[src/rtl/ax_rt_sched_pkg.sv]
// ============================================================================
// Module   : ax_rt_sched_pkg
// Purpose  : Shared types, constants and helpers for the RT budget scheduler.
// Revision : 1.0 - initial release
// ============================================================================
`default_nettype none

package ax_rt_sched_pkg;

    typedef enum logic [0:0] {
        IDLE   = 1'b0,
        LOCKED = 1'b1
    } sched_state_e;

    localparam int StallCntWidth = 16;

    function automatic int unsigned rr_next(input int unsigned idx, input int unsigned num_mgr);
        return ((idx + 32'd1) >= num_mgr) ? 32'd0 : (idx + 32'd1);
    endfunction

endpackage

`default_nettype wire

[src/rtl/ax_rt_rr_pick.sv]
// ============================================================================
// Module   : ax_rt_rr_pick
// Purpose  : Combinational round-robin pick: first eligible index at or after
//            the pointer, wrapping modulo NumMgr.
// Revision : 1.0 - initial release
// ============================================================================
`default_nettype none

module ax_rt_rr_pick #(
    parameter int NumMgr   = 4,
    parameter int IdxWidth = $clog2(NumMgr)
) (
    input  logic [NumMgr-1:0]   i_elig,
    input  logic [IdxWidth-1:0] i_rr,
    output logic [IdxWidth-1:0] o_winner,
    output logic                o_any
);

    logic [IdxWidth:0] w_idx;

    always_comb begin
        o_winner = '0;
        o_any    = 1'b0;
        w_idx    = '0;
        for (int k = 0; k < NumMgr; k++) begin
            w_idx = {1'b0, i_rr} + (IdxWidth+1)'(k);
            if (w_idx >= (IdxWidth+1)'(NumMgr)) begin
                w_idx = w_idx - (IdxWidth+1)'(NumMgr);
            end
            if (!o_any && i_elig[w_idx[IdxWidth-1:0]]) begin
                o_any    = 1'b1;
                o_winner = w_idx[IdxWidth-1:0];
            end
        end
    end

endmodule

`default_nettype wire

[src/rtl/ax_rt_budget_sched.sv]
// ============================================================================
// Module   : ax_rt_budget_sched
// Purpose  : Budget-aware round-robin scheduler sharing one AX channel among
//            NumMgr managers. Optional stall counters: AXI_RT_SCHED_STALL_CNT_EN.
// Revision : 1.0 - initial release
// ============================================================================
`default_nettype none

module ax_rt_budget_sched
    import ax_rt_sched_pkg::*;
#(
    parameter int  NumMgr       = 4,
    parameter int  AxBytesWidth = 16,
    parameter type ax_bytes_t   = logic [AxBytesWidth-1:0],
    parameter int  IdxWidth     = $clog2(NumMgr)
) (
    input  logic                      clk_i,
    input  logic                      rst_ni,
    input  logic                      enable_i,
    input  logic [NumMgr-1:0]         mgr_valid_i,
    output logic [NumMgr-1:0]         mgr_ready_o,
    input  ax_bytes_t [NumMgr-1:0]    mgr_bytes_i,
    input  logic [NumMgr-1:0]         budget_spent_i,
    output logic [NumMgr-1:0]         ax_happening_o,
    output ax_bytes_t [NumMgr-1:0]    ax_bytes_o,
    input  logic [NumMgr-1:0]         isolate_i,
    output logic [NumMgr-1:0]         isolated_o,
    output logic                      sub_valid_o,
    input  logic                      sub_ready_i,
    output logic [IdxWidth-1:0]       sub_idx_o,
    output ax_bytes_t                 sub_bytes_o
`ifdef AXI_RT_SCHED_STALL_CNT_EN
    ,
    input  logic [NumMgr-1:0]                    stall_clr_i,
    output logic [NumMgr-1:0][StallCntWidth-1:0] stall_cnt_o
`endif
);

    sched_state_e        r_state;
    sched_state_e        w_state_nxt;
    logic [IdxWidth-1:0] r_rr;
    logic [IdxWidth-1:0] w_rr_nxt;
    logic [IdxWidth-1:0] r_lock_idx;
    logic [IdxWidth-1:0] w_lock_nxt;
    logic [NumMgr-1:0]   r_isolated;
    logic [NumMgr-1:0]   w_iso_nxt;
    logic [NumMgr-1:0]   w_elig;
    logic [IdxWidth-1:0] w_winner;
    logic                w_any;

    assign w_elig = {NumMgr{enable_i}} & mgr_valid_i & ~budget_spent_i & ~isolate_i;

    ax_rt_rr_pick #(
        .NumMgr   (NumMgr),
        .IdxWidth (IdxWidth)
    ) u_pick (
        .i_elig   (w_elig),
        .i_rr     (r_rr),
        .o_winner (w_winner),
        .o_any    (w_any)
    );

    // Once a request is presented without a handshake it is locked and held
    // regardless of budget, isolation or enable so valid is never withdrawn.
    always_comb begin
        sub_valid_o = 1'b0;
        sub_idx_o   = '0;
        sub_bytes_o = '0;
        mgr_ready_o = '0;
        w_state_nxt = r_state;
        w_rr_nxt    = r_rr;
        w_lock_nxt  = r_lock_idx;
        case (r_state)
            IDLE: begin
                if (w_any) begin
                    sub_valid_o           = 1'b1;
                    sub_idx_o             = w_winner;
                    sub_bytes_o           = mgr_bytes_i[w_winner];
                    mgr_ready_o[w_winner] = sub_ready_i;
                    if (sub_ready_i) begin
                        w_rr_nxt = IdxWidth'(rr_next(32'(w_winner), NumMgr));
                    end else begin
                        w_state_nxt = LOCKED;
                        w_lock_nxt  = w_winner;
                    end
                end
            end
            LOCKED: begin
                sub_valid_o             = 1'b1;
                sub_idx_o               = r_lock_idx;
                sub_bytes_o             = mgr_bytes_i[r_lock_idx];
                mgr_ready_o[r_lock_idx] = sub_ready_i;
                if (sub_ready_i) begin
                    w_state_nxt = IDLE;
                    w_rr_nxt    = IdxWidth'(rr_next(32'(r_lock_idx), NumMgr));
                end
            end
            default: begin
                w_state_nxt = IDLE;
            end
        endcase
    end

    assign ax_happening_o = mgr_valid_i & mgr_ready_o;
    assign ax_bytes_o     = mgr_bytes_i;

    // A manager only reports isolated once it has no request stalled on the port.
    always_comb begin
        w_iso_nxt = '0;
        for (int i = 0; i < NumMgr; i++) begin
            w_iso_nxt[i] = isolate_i[i] &
                           ~(sub_valid_o & (sub_idx_o == IdxWidth'(i)) & ~sub_ready_i);
        end
    end

    always_ff @(posedge clk_i or negedge rst_ni) begin
        if (!rst_ni) begin
            r_state    <= IDLE;
            r_rr       <= '0;
            r_lock_idx <= '0;
            r_isolated <= '0;
        end else begin
            r_state    <= w_state_nxt;
            r_rr       <= w_rr_nxt;
            r_lock_idx <= w_lock_nxt;
            r_isolated <= w_iso_nxt;
        end
    end

    assign isolated_o = r_isolated;

`ifdef AXI_RT_SCHED_STALL_CNT_EN
    logic [NumMgr-1:0][StallCntWidth-1:0] r_stall_cnt;

    always_ff @(posedge clk_i or negedge rst_ni) begin
        if (!rst_ni) begin
            r_stall_cnt <= '0;
        end else begin
            for (int i = 0; i < NumMgr; i++) begin
                if (stall_clr_i[i]) begin
                    r_stall_cnt[i] <= '0;
                end else if (mgr_valid_i[i] & budget_spent_i[i] & ~isolate_i[i] &
                             ~(&r_stall_cnt[i])) begin
                    r_stall_cnt[i] <= r_stall_cnt[i] + StallCntWidth'(1);
                end
            end
        end
    end

    assign stall_cnt_o = r_stall_cnt;
`else
    // Stall counters are not built in this configuration.
`endif

endmodule

`default_nettype wire

[config.mk]
export PLATFORM = sky130hd
export DESIGN_NAME = ax_rt_budget_sched
export DESIGN_NICKNAME = d
export VERILOG_FILES = /design/src/rtl/ax_rt_sched_pkg.sv /design/src/rtl/ax_rt_rr_pick.sv /design/src/rtl/ax_rt_budget_sched.sv
export SDC_FILE = /design/constraint.sdc
export NUM_CORES = 1
export LEC_CHECK = 0
export ABC_AREA = 1
export BUFFER_PORTS_ARGS = -buffer_cell sky130_fd_sc_hd__buf_2
export CAP_MARGIN = 20
export CORE_ASPECT_RATIO = 1.5
export CORE_MARGIN = 3
export CORE_UTILIZATION = 43
export CTS_CLUSTER_DIAMETER = 60
export DETAILED_ROUTE_END_ITERATION = 10
export PLACE_DENSITY_LB_ADDON = 0.05
export SLEW_MARGIN = 20
export SYNTH_ARGS = -nofsm -noshare
export SYNTH_HDL_FRONTEND = slang
export SYNTH_HIERARCHICAL = 1
export SYNTH_SLANG_ARGS = --single-unit
[constraint.sdc]
create_clock -name clk_i -period 5.2 [get_ports clk_i]
set_input_delay 0.52 -clock clk_i [delete_from_list [all_inputs] [get_ports clk_i]]
set_output_delay 0.52 -clock clk_i [all_outputs]
set_load 0.03 [all_outputs]
* Yosys cells after proc, flatten, opt, wreduce, memory -nomap -nowiden
Cells that the tools add are included.
Word-level totals: input bits 80, memories 0, bits in latches 0, bits in registers 9, word-level logic and storage cells 115, RAM bits 0, bits in read-only memories 0
Cells by class: add/sub/neg operators 9, mux-type cells 45, $mul 0, div/mod/pow operators 0, reduce and logical (&&, ||, !) cells 11, bitwise logic cells 26, eq/ne operators 6, shifts and indexed selects 0, order comparisons 14
Operators with widths (count):
- 16-bit binary-select mux with 2-bit select | 2
- 16-bit 2-to-1 mux | 3
- 16-bit one-hot mux with 2 select lines | 1
- 2-bit 2-to-1 mux | 14
- 4-bit AND | 6
- 2-bit by 3-bit < comparator with 1-bit output (second input constant) | 6
- 3-bit greater-or-equal comparator (second input constant) | 5
- 1-bit 2-to-1 mux | 13
- 1-bit AND | 12
- 2-bit by 1-bit adder with 3-bit output (second input constant) | 3
- 1-bit binary-select mux with 2-bit select | 4
- 4-bit inverter | 2
- 2-bit one-hot mux with 2 select lines | 2
- 4-bit one-hot mux with 2 select lines | 1
- 2-bit by 1-bit subtractor with 2-bit output (second input constant) | 4
- 2-bit by 2-bit adder with 3-bit output (second input constant) | 2
- 1-bit inverter | 6
- 3-bit AND reduction | 2
- 1-bit logical AND | 5
- 1-bit demux with 2-bit select | 2
- 2-bit equality test (second input constant) | 2
- 2-bit by 1-bit greater-or-equal comparator with 1-bit output (second input constant) | 2
- 4-bit 2-to-1 mux | 1
- 2-bit != test (second input constant) | 2
- other kinds (6) | 9

* Longest topological paths before layout
depth in word-level cells 23, gate-level depth with buffers 20

* Hierarchy
The synthesis kept the hierarchy.
Modules (own cells, without submodules):
- ax_rt_budget_sched | times used 1, area an instance 2800.2 sq um, cells an instance 520
- ax_rt_rr_pick | times used 1, area an instance 319.1 sq um, cells an instance 59

* Least setup slack after synthesis
No wires, ideal clock.
kind input to output, from in budget_spent_i[2], to out ax_happening_o[1], stages 14, buffers on the path 2, arrival 2.680 ns, required time 4.680 ns, slack 2.000 ns, path through nor4_1 inv_1 nand2_1 nand3_1 nand2_2 inv_1 nand4_1 nand3_1 buf_2 inv_2 buf_4 ha_1 nand4_1 a21oi_1
On the way: word-level cells in the longest chain between the ends 23, elaborated cells on any way between the ends 34, those cells by class order compare: 2; mux: 20; bitwise: 5; reduce/logical: 7
RTL lines:
- from (decl) | RTL line ax_rt_budget_sched.sv:23 | input logic [NumMgr-1:0] budget_spent_i,
- 4-bit inverter * | RTL line ax_rt_budget_sched.sv:51 | assign w_elig = {NumMgr{enable_i}} & mgr_valid_i & ~budget_spent_i & ~isolate_i;
- 4-bit AND * (2 in a row) | RTL line ax_rt_budget_sched.sv:51
- 1-bit binary-select mux with 2-bit select | RTL line ax_rt_rr_pick.sv:30 | if (!o_any && i_elig[w_idx[IdxWidth-1:0]]) begin
- 1-bit 2-to-1 mux (not written as such) | RTL line ax_rt_rr_pick.sv:30
- 1-bit 2-to-1 mux | RTL line ax_rt_rr_pick.sv:30
- 1-bit zero test | RTL line ax_rt_rr_pick.sv:30
- 1-bit logical AND | RTL line ax_rt_rr_pick.sv:30
- 1-bit 2-to-1 mux | RTL line ax_rt_rr_pick.sv:30
- [6 not listed]
- named net w_winner[1] | RTL line ax_rt_budget_sched.sv:48 | logic [IdxWidth-1:0] w_winner;
- 2-bit by 3-bit < comparator with 1-bit output (not written as such) or 2-bit by 1-bit greater-or-equal comparator with 1-bit output (tied branches) | RTL line ax_rt_budget_sched.sv:79 | mgr_ready_o[w_winner] = sub_ready_i;
- 1-bit logical AND (not written as such) | RTL line ax_rt_budget_sched.sv:79
- 1-bit 2-to-1 mux (not written as such) | RTL line ax_rt_budget_sched.sv:79
- 1-bit demux with 2-bit select * | RTL line ax_rt_budget_sched.sv:79
- 4-bit AND (no source line) *
- 4-bit 2-to-1 mux * | RTL line ax_rt_budget_sched.sv:75 | if (w_any) begin
- 4-bit one-hot mux with 2 select lines * | RTL line ax_rt_budget_sched.sv:73 | case (r_state)
- 4-bit AND * | RTL line ax_rt_budget_sched.sv:104 | assign ax_happening_o = mgr_valid_i & mgr_ready_o;
- to (decl) | RTL line ax_rt_budget_sched.sv:24 | output logic [NumMgr-1:0] ax_happening_o,
Mark *: on every way through the listed nets, which the timed path passes. The rest lies on a longest branch. The select of a mux whose other input is x is not followed.

* Final worst setup path
from in isolate_i[2], to out ax_happening_o[2]
On the way: word-level cells in the longest chain between the ends 22, elaborated cells on any way between the ends 33, those cells by class order compare: 2; mux: 20; bitwise: 4; reduce/logical: 7
RTL lines:
- from (decl) | RTL line ax_rt_budget_sched.sv:26 | input logic [NumMgr-1:0] isolate_i,
- 4-bit inverter * | RTL line ax_rt_budget_sched.sv:51
- 4-bit AND * | RTL line ax_rt_budget_sched.sv:51
- named net w_elig[2] | RTL line ax_rt_budget_sched.sv:47 | logic [NumMgr-1:0] w_elig;
- 1-bit binary-select mux with 2-bit select | RTL line ax_rt_rr_pick.sv:30
- 1-bit 2-to-1 mux (not written as such) | RTL line ax_rt_rr_pick.sv:30
- 1-bit 2-to-1 mux | RTL line ax_rt_rr_pick.sv:30
- 1-bit zero test | RTL line ax_rt_rr_pick.sv:30
- 1-bit logical AND | RTL line ax_rt_rr_pick.sv:30
- [7 not listed]
- named net w_winner[0] | RTL line ax_rt_budget_sched.sv:48
- 2-bit by 3-bit < comparator with 1-bit output (not written as such) or 2-bit by 1-bit greater-or-equal comparator with 1-bit output (tied branches) | RTL line ax_rt_budget_sched.sv:79
- 1-bit logical AND (not written as such) | RTL line ax_rt_budget_sched.sv:79
- 1-bit 2-to-1 mux (not written as such) | RTL line ax_rt_budget_sched.sv:79
- 1-bit demux with 2-bit select * | RTL line ax_rt_budget_sched.sv:79
- 4-bit AND (no source line) *
- 4-bit 2-to-1 mux * | RTL line ax_rt_budget_sched.sv:75
- 4-bit one-hot mux with 2 select lines * | RTL line ax_rt_budget_sched.sv:73
- 4-bit AND * | RTL line ax_rt_budget_sched.sv:104
Marks and branches as above.

==> out/results.ini <==
[clock_tree]
cts_buffers = 3
h-tree-depth = 1
cts-resized-gates = 0
cts_root_buffer = clkbuf_8
cts_buffer_depth = 2
clk_latency_ns = 0.23
clk_pin_slew_ns = 0.04
cts_tree = done
cts_hold_buf = 0
post_cts_buffers = 0
clkSinkCount = 9

[worst_setup_path]
rrSetupSlack_ns = 2.37
critPathMaxFanout = 36
ff2ff_path_depth = 14
path_class = primary input to primary output
worstSetupStartpointType = primary input
crit_path_end_kind = primary output
worstPathRequired_ns = 4.68
rr_endpoint = r_rr[1]
r2r_start = r_rr[0]
critical_path_arrival_ns = 3.06

[power]
leakage_nw = 2.354
ir_drop_mv = 0.4694
total_power_mw = 2.533
power_density_mw_per_mm2 = 734.3

[sta]
slew_headroom_pct = 59.80
fin_setup_tns_ns = 0
fin_skew_ns = 0.0008015
period_share_pct = 68.80
max_freq_mhz = 279.5
max_slew.worst_pin.slew_ns = 0.6021
grt_setup_unrepaired = no
period_minus_slack_ns = 3.577
setup_viol = 0
hold_violations = 0
slew_viol_final = 0

[cells_and_area]
drive_gt1_share_pct = 32.74
layoutNonFillerInstCount = 750
fin_area_mm2 = 0.003450
n_antenna_cell = 0
syn2layout_area_growth_pct = 10.59
finish.net_count = 762

[place]
dp.cells = 746
place_hpwl_um = 7209
port_buffers = 174
gp_congestion = 0.8858
place_area_mm2 = 0.003405

[global_route]
grt_remaining_overflow = 0
antenna_found_initial = 0
grt_max_degree = 38
grt_first_pass_wirelength_um = 13980
grt_pass1_vias = 3185
grtUsageTotal_pct = 20.74

[yosys]
yosysWarnings = 6
yosys.area.top_type = nand2_1
synth_edf_count = 0
yosysSeqAreaShare_pct = 7.220
synth_area_leaders = nand2_1, buf_4, inv_1
netlist_top_cells_count = nand2_1, inv_1, buf_4, nand3_1, nand3_2
synthCells = 579
synth.distinct_cells = 27
syn_nets = 668
synth-seq-cells = 9
netlist_area_mm2 = 0.003119
synth_flop_cell = dfrtp_1
synth_top_area_share_pct = 28.28
synth.most_common_cell = nand2_1
synth-async-reset-ratio_pct = 100.0
syn_avg_cell_area_um2 = 5.387

[routing]
drt_wl_total_um = 9081
route.met3.wl_um = 505
wl_per_cell_um = 12.11
avgViaCountPerCell = 4.781
drtPass1Iterations = 4
drc = 0
dr_wl_met2_um = 5200
top_layer = met4
ant_nets = 0
met1Wirelength_um = 3359
first_iter_violations = 166
dr_total_vias = 3586

[die]
io_pins = 175
start_util_pct = 44.92
die_x_um = 75.54
dieArea_mm2 = 0.008333
fp.dieH_um = 110.3
core-area_mm2 = 0.006944
placementRows = 37

[job]
maxCapViolCount = 0

[outcome]
status = complete, no violations

[hold_path]
min_path_type = primary input to async pin

## where the power goes
part	internal, mW	switching (mW)	total [mW]
sequential	0.0967	0.0540	0.151
clock	0.0533	0.0264	0.0797
combinational	0.656	1.65	2.30
total	0.806	1.73	2.53
## cell type report
type	instances	area (um2)
timing repair buffer	177	893.4
multi-input combinational	375	1782
inverter	107	406.6
clock buffer	4	45.04
fill	784	3495
sequential	9	225.2
tap	78	97.59
## sequential cells by signal (all words and copies together) (netlist names)
name	flops
r_rr	2
r_lock_idx	2
r_state	1
isolated_o	4
## metrics by stage
step / worst slack, ns / hold WS (ns) / utilization, %
5_1_grt: 1.283 / 0.1356 / 49.68
2_1_floorplan: 2.000 / 0.2244 / -
3_3_place_gp: 1.666 / 0.3757 / 49.03
4_1_cts: 1.600 / 0.1344 / 49.68
6_report: 1.623 / 0.1307 / 49.68
3_5_place_dp: 1.613 / 0.3785 / 49.03
## worst max-delay path: stages
cell     delay [ns]
buf_2          0.11
nor4_1         0.49
inv_1          0.12
nand2_1        0.11
nand3_2        0.11
nand2_4        0.11
nor2_1         0.07
nor2_2         0.08
nand2_1        0.06
nand2_1        0.05
inv_1          0.05
inv_2          0.43
ha_1           0.24
nand4_1        0.13
a21oi_1        0.16
buf_2          0.21
## cells by family (layout without fill, tap and decap cells)
logic type	after synthesis	count (layout)	share of synthesized area [%]
fa+ha+maj	9	9	3.610
flops	9	9	7.220
simple gates	354	354	51.50
compound gates	12	12	2.005
buf+inv	195	288	35.66
## placed cells by master (no fill, tap or decap)
cell      count
nand3_2      13
nand4_1       5
dfrtp_1       9
nor4_1        4
clkinv_4      1
o21ai_1       3
inv_2         6
nand3_1      64
nand2_1     235
o21ai_0       3
buf_2       174
nor2_2        1
nor2_1       12
ha_1          9
nand3b_1      1
o211ai_1      1
inv_1       100
clkbuf_1      1
nand2_4       4
a21oi_1       5
clkbuf_8      3
nor2_4        4
or2_2         1
buf_4         3
nand2_2      10
## how the worst max path moves through the flow
stage          depth (start not counted)                 to              start  slack (ns)
2_1_floorplan                         14  ax_happening_o[1]  budget_spent_i[2]        2.00
3_3_place_gp                          16  ax_happening_o[2]  budget_spent_i[2]        1.67
3_5_place_dp                          16  ax_happening_o[2]       isolate_i[2]        1.61
4_1_cts                               16  ax_happening_o[2]       isolate_i[2]        1.60
5_1_grt                               16  ax_happening_o[2]       isolate_i[2]        1.28
6_report                              16  ax_happening_o[2]       isolate_i[2]        1.62
## metal layers
metal | global-route usage, % | vias up
li1 | - | 1851
met1 | 23.59 | 1606
met2 | 41.41 | 127
met3 | 1.543 | 2
met4 | 2.625 | 0
met5 | 0 | -
Note: power is estimated with default switching activity, not from simulation.
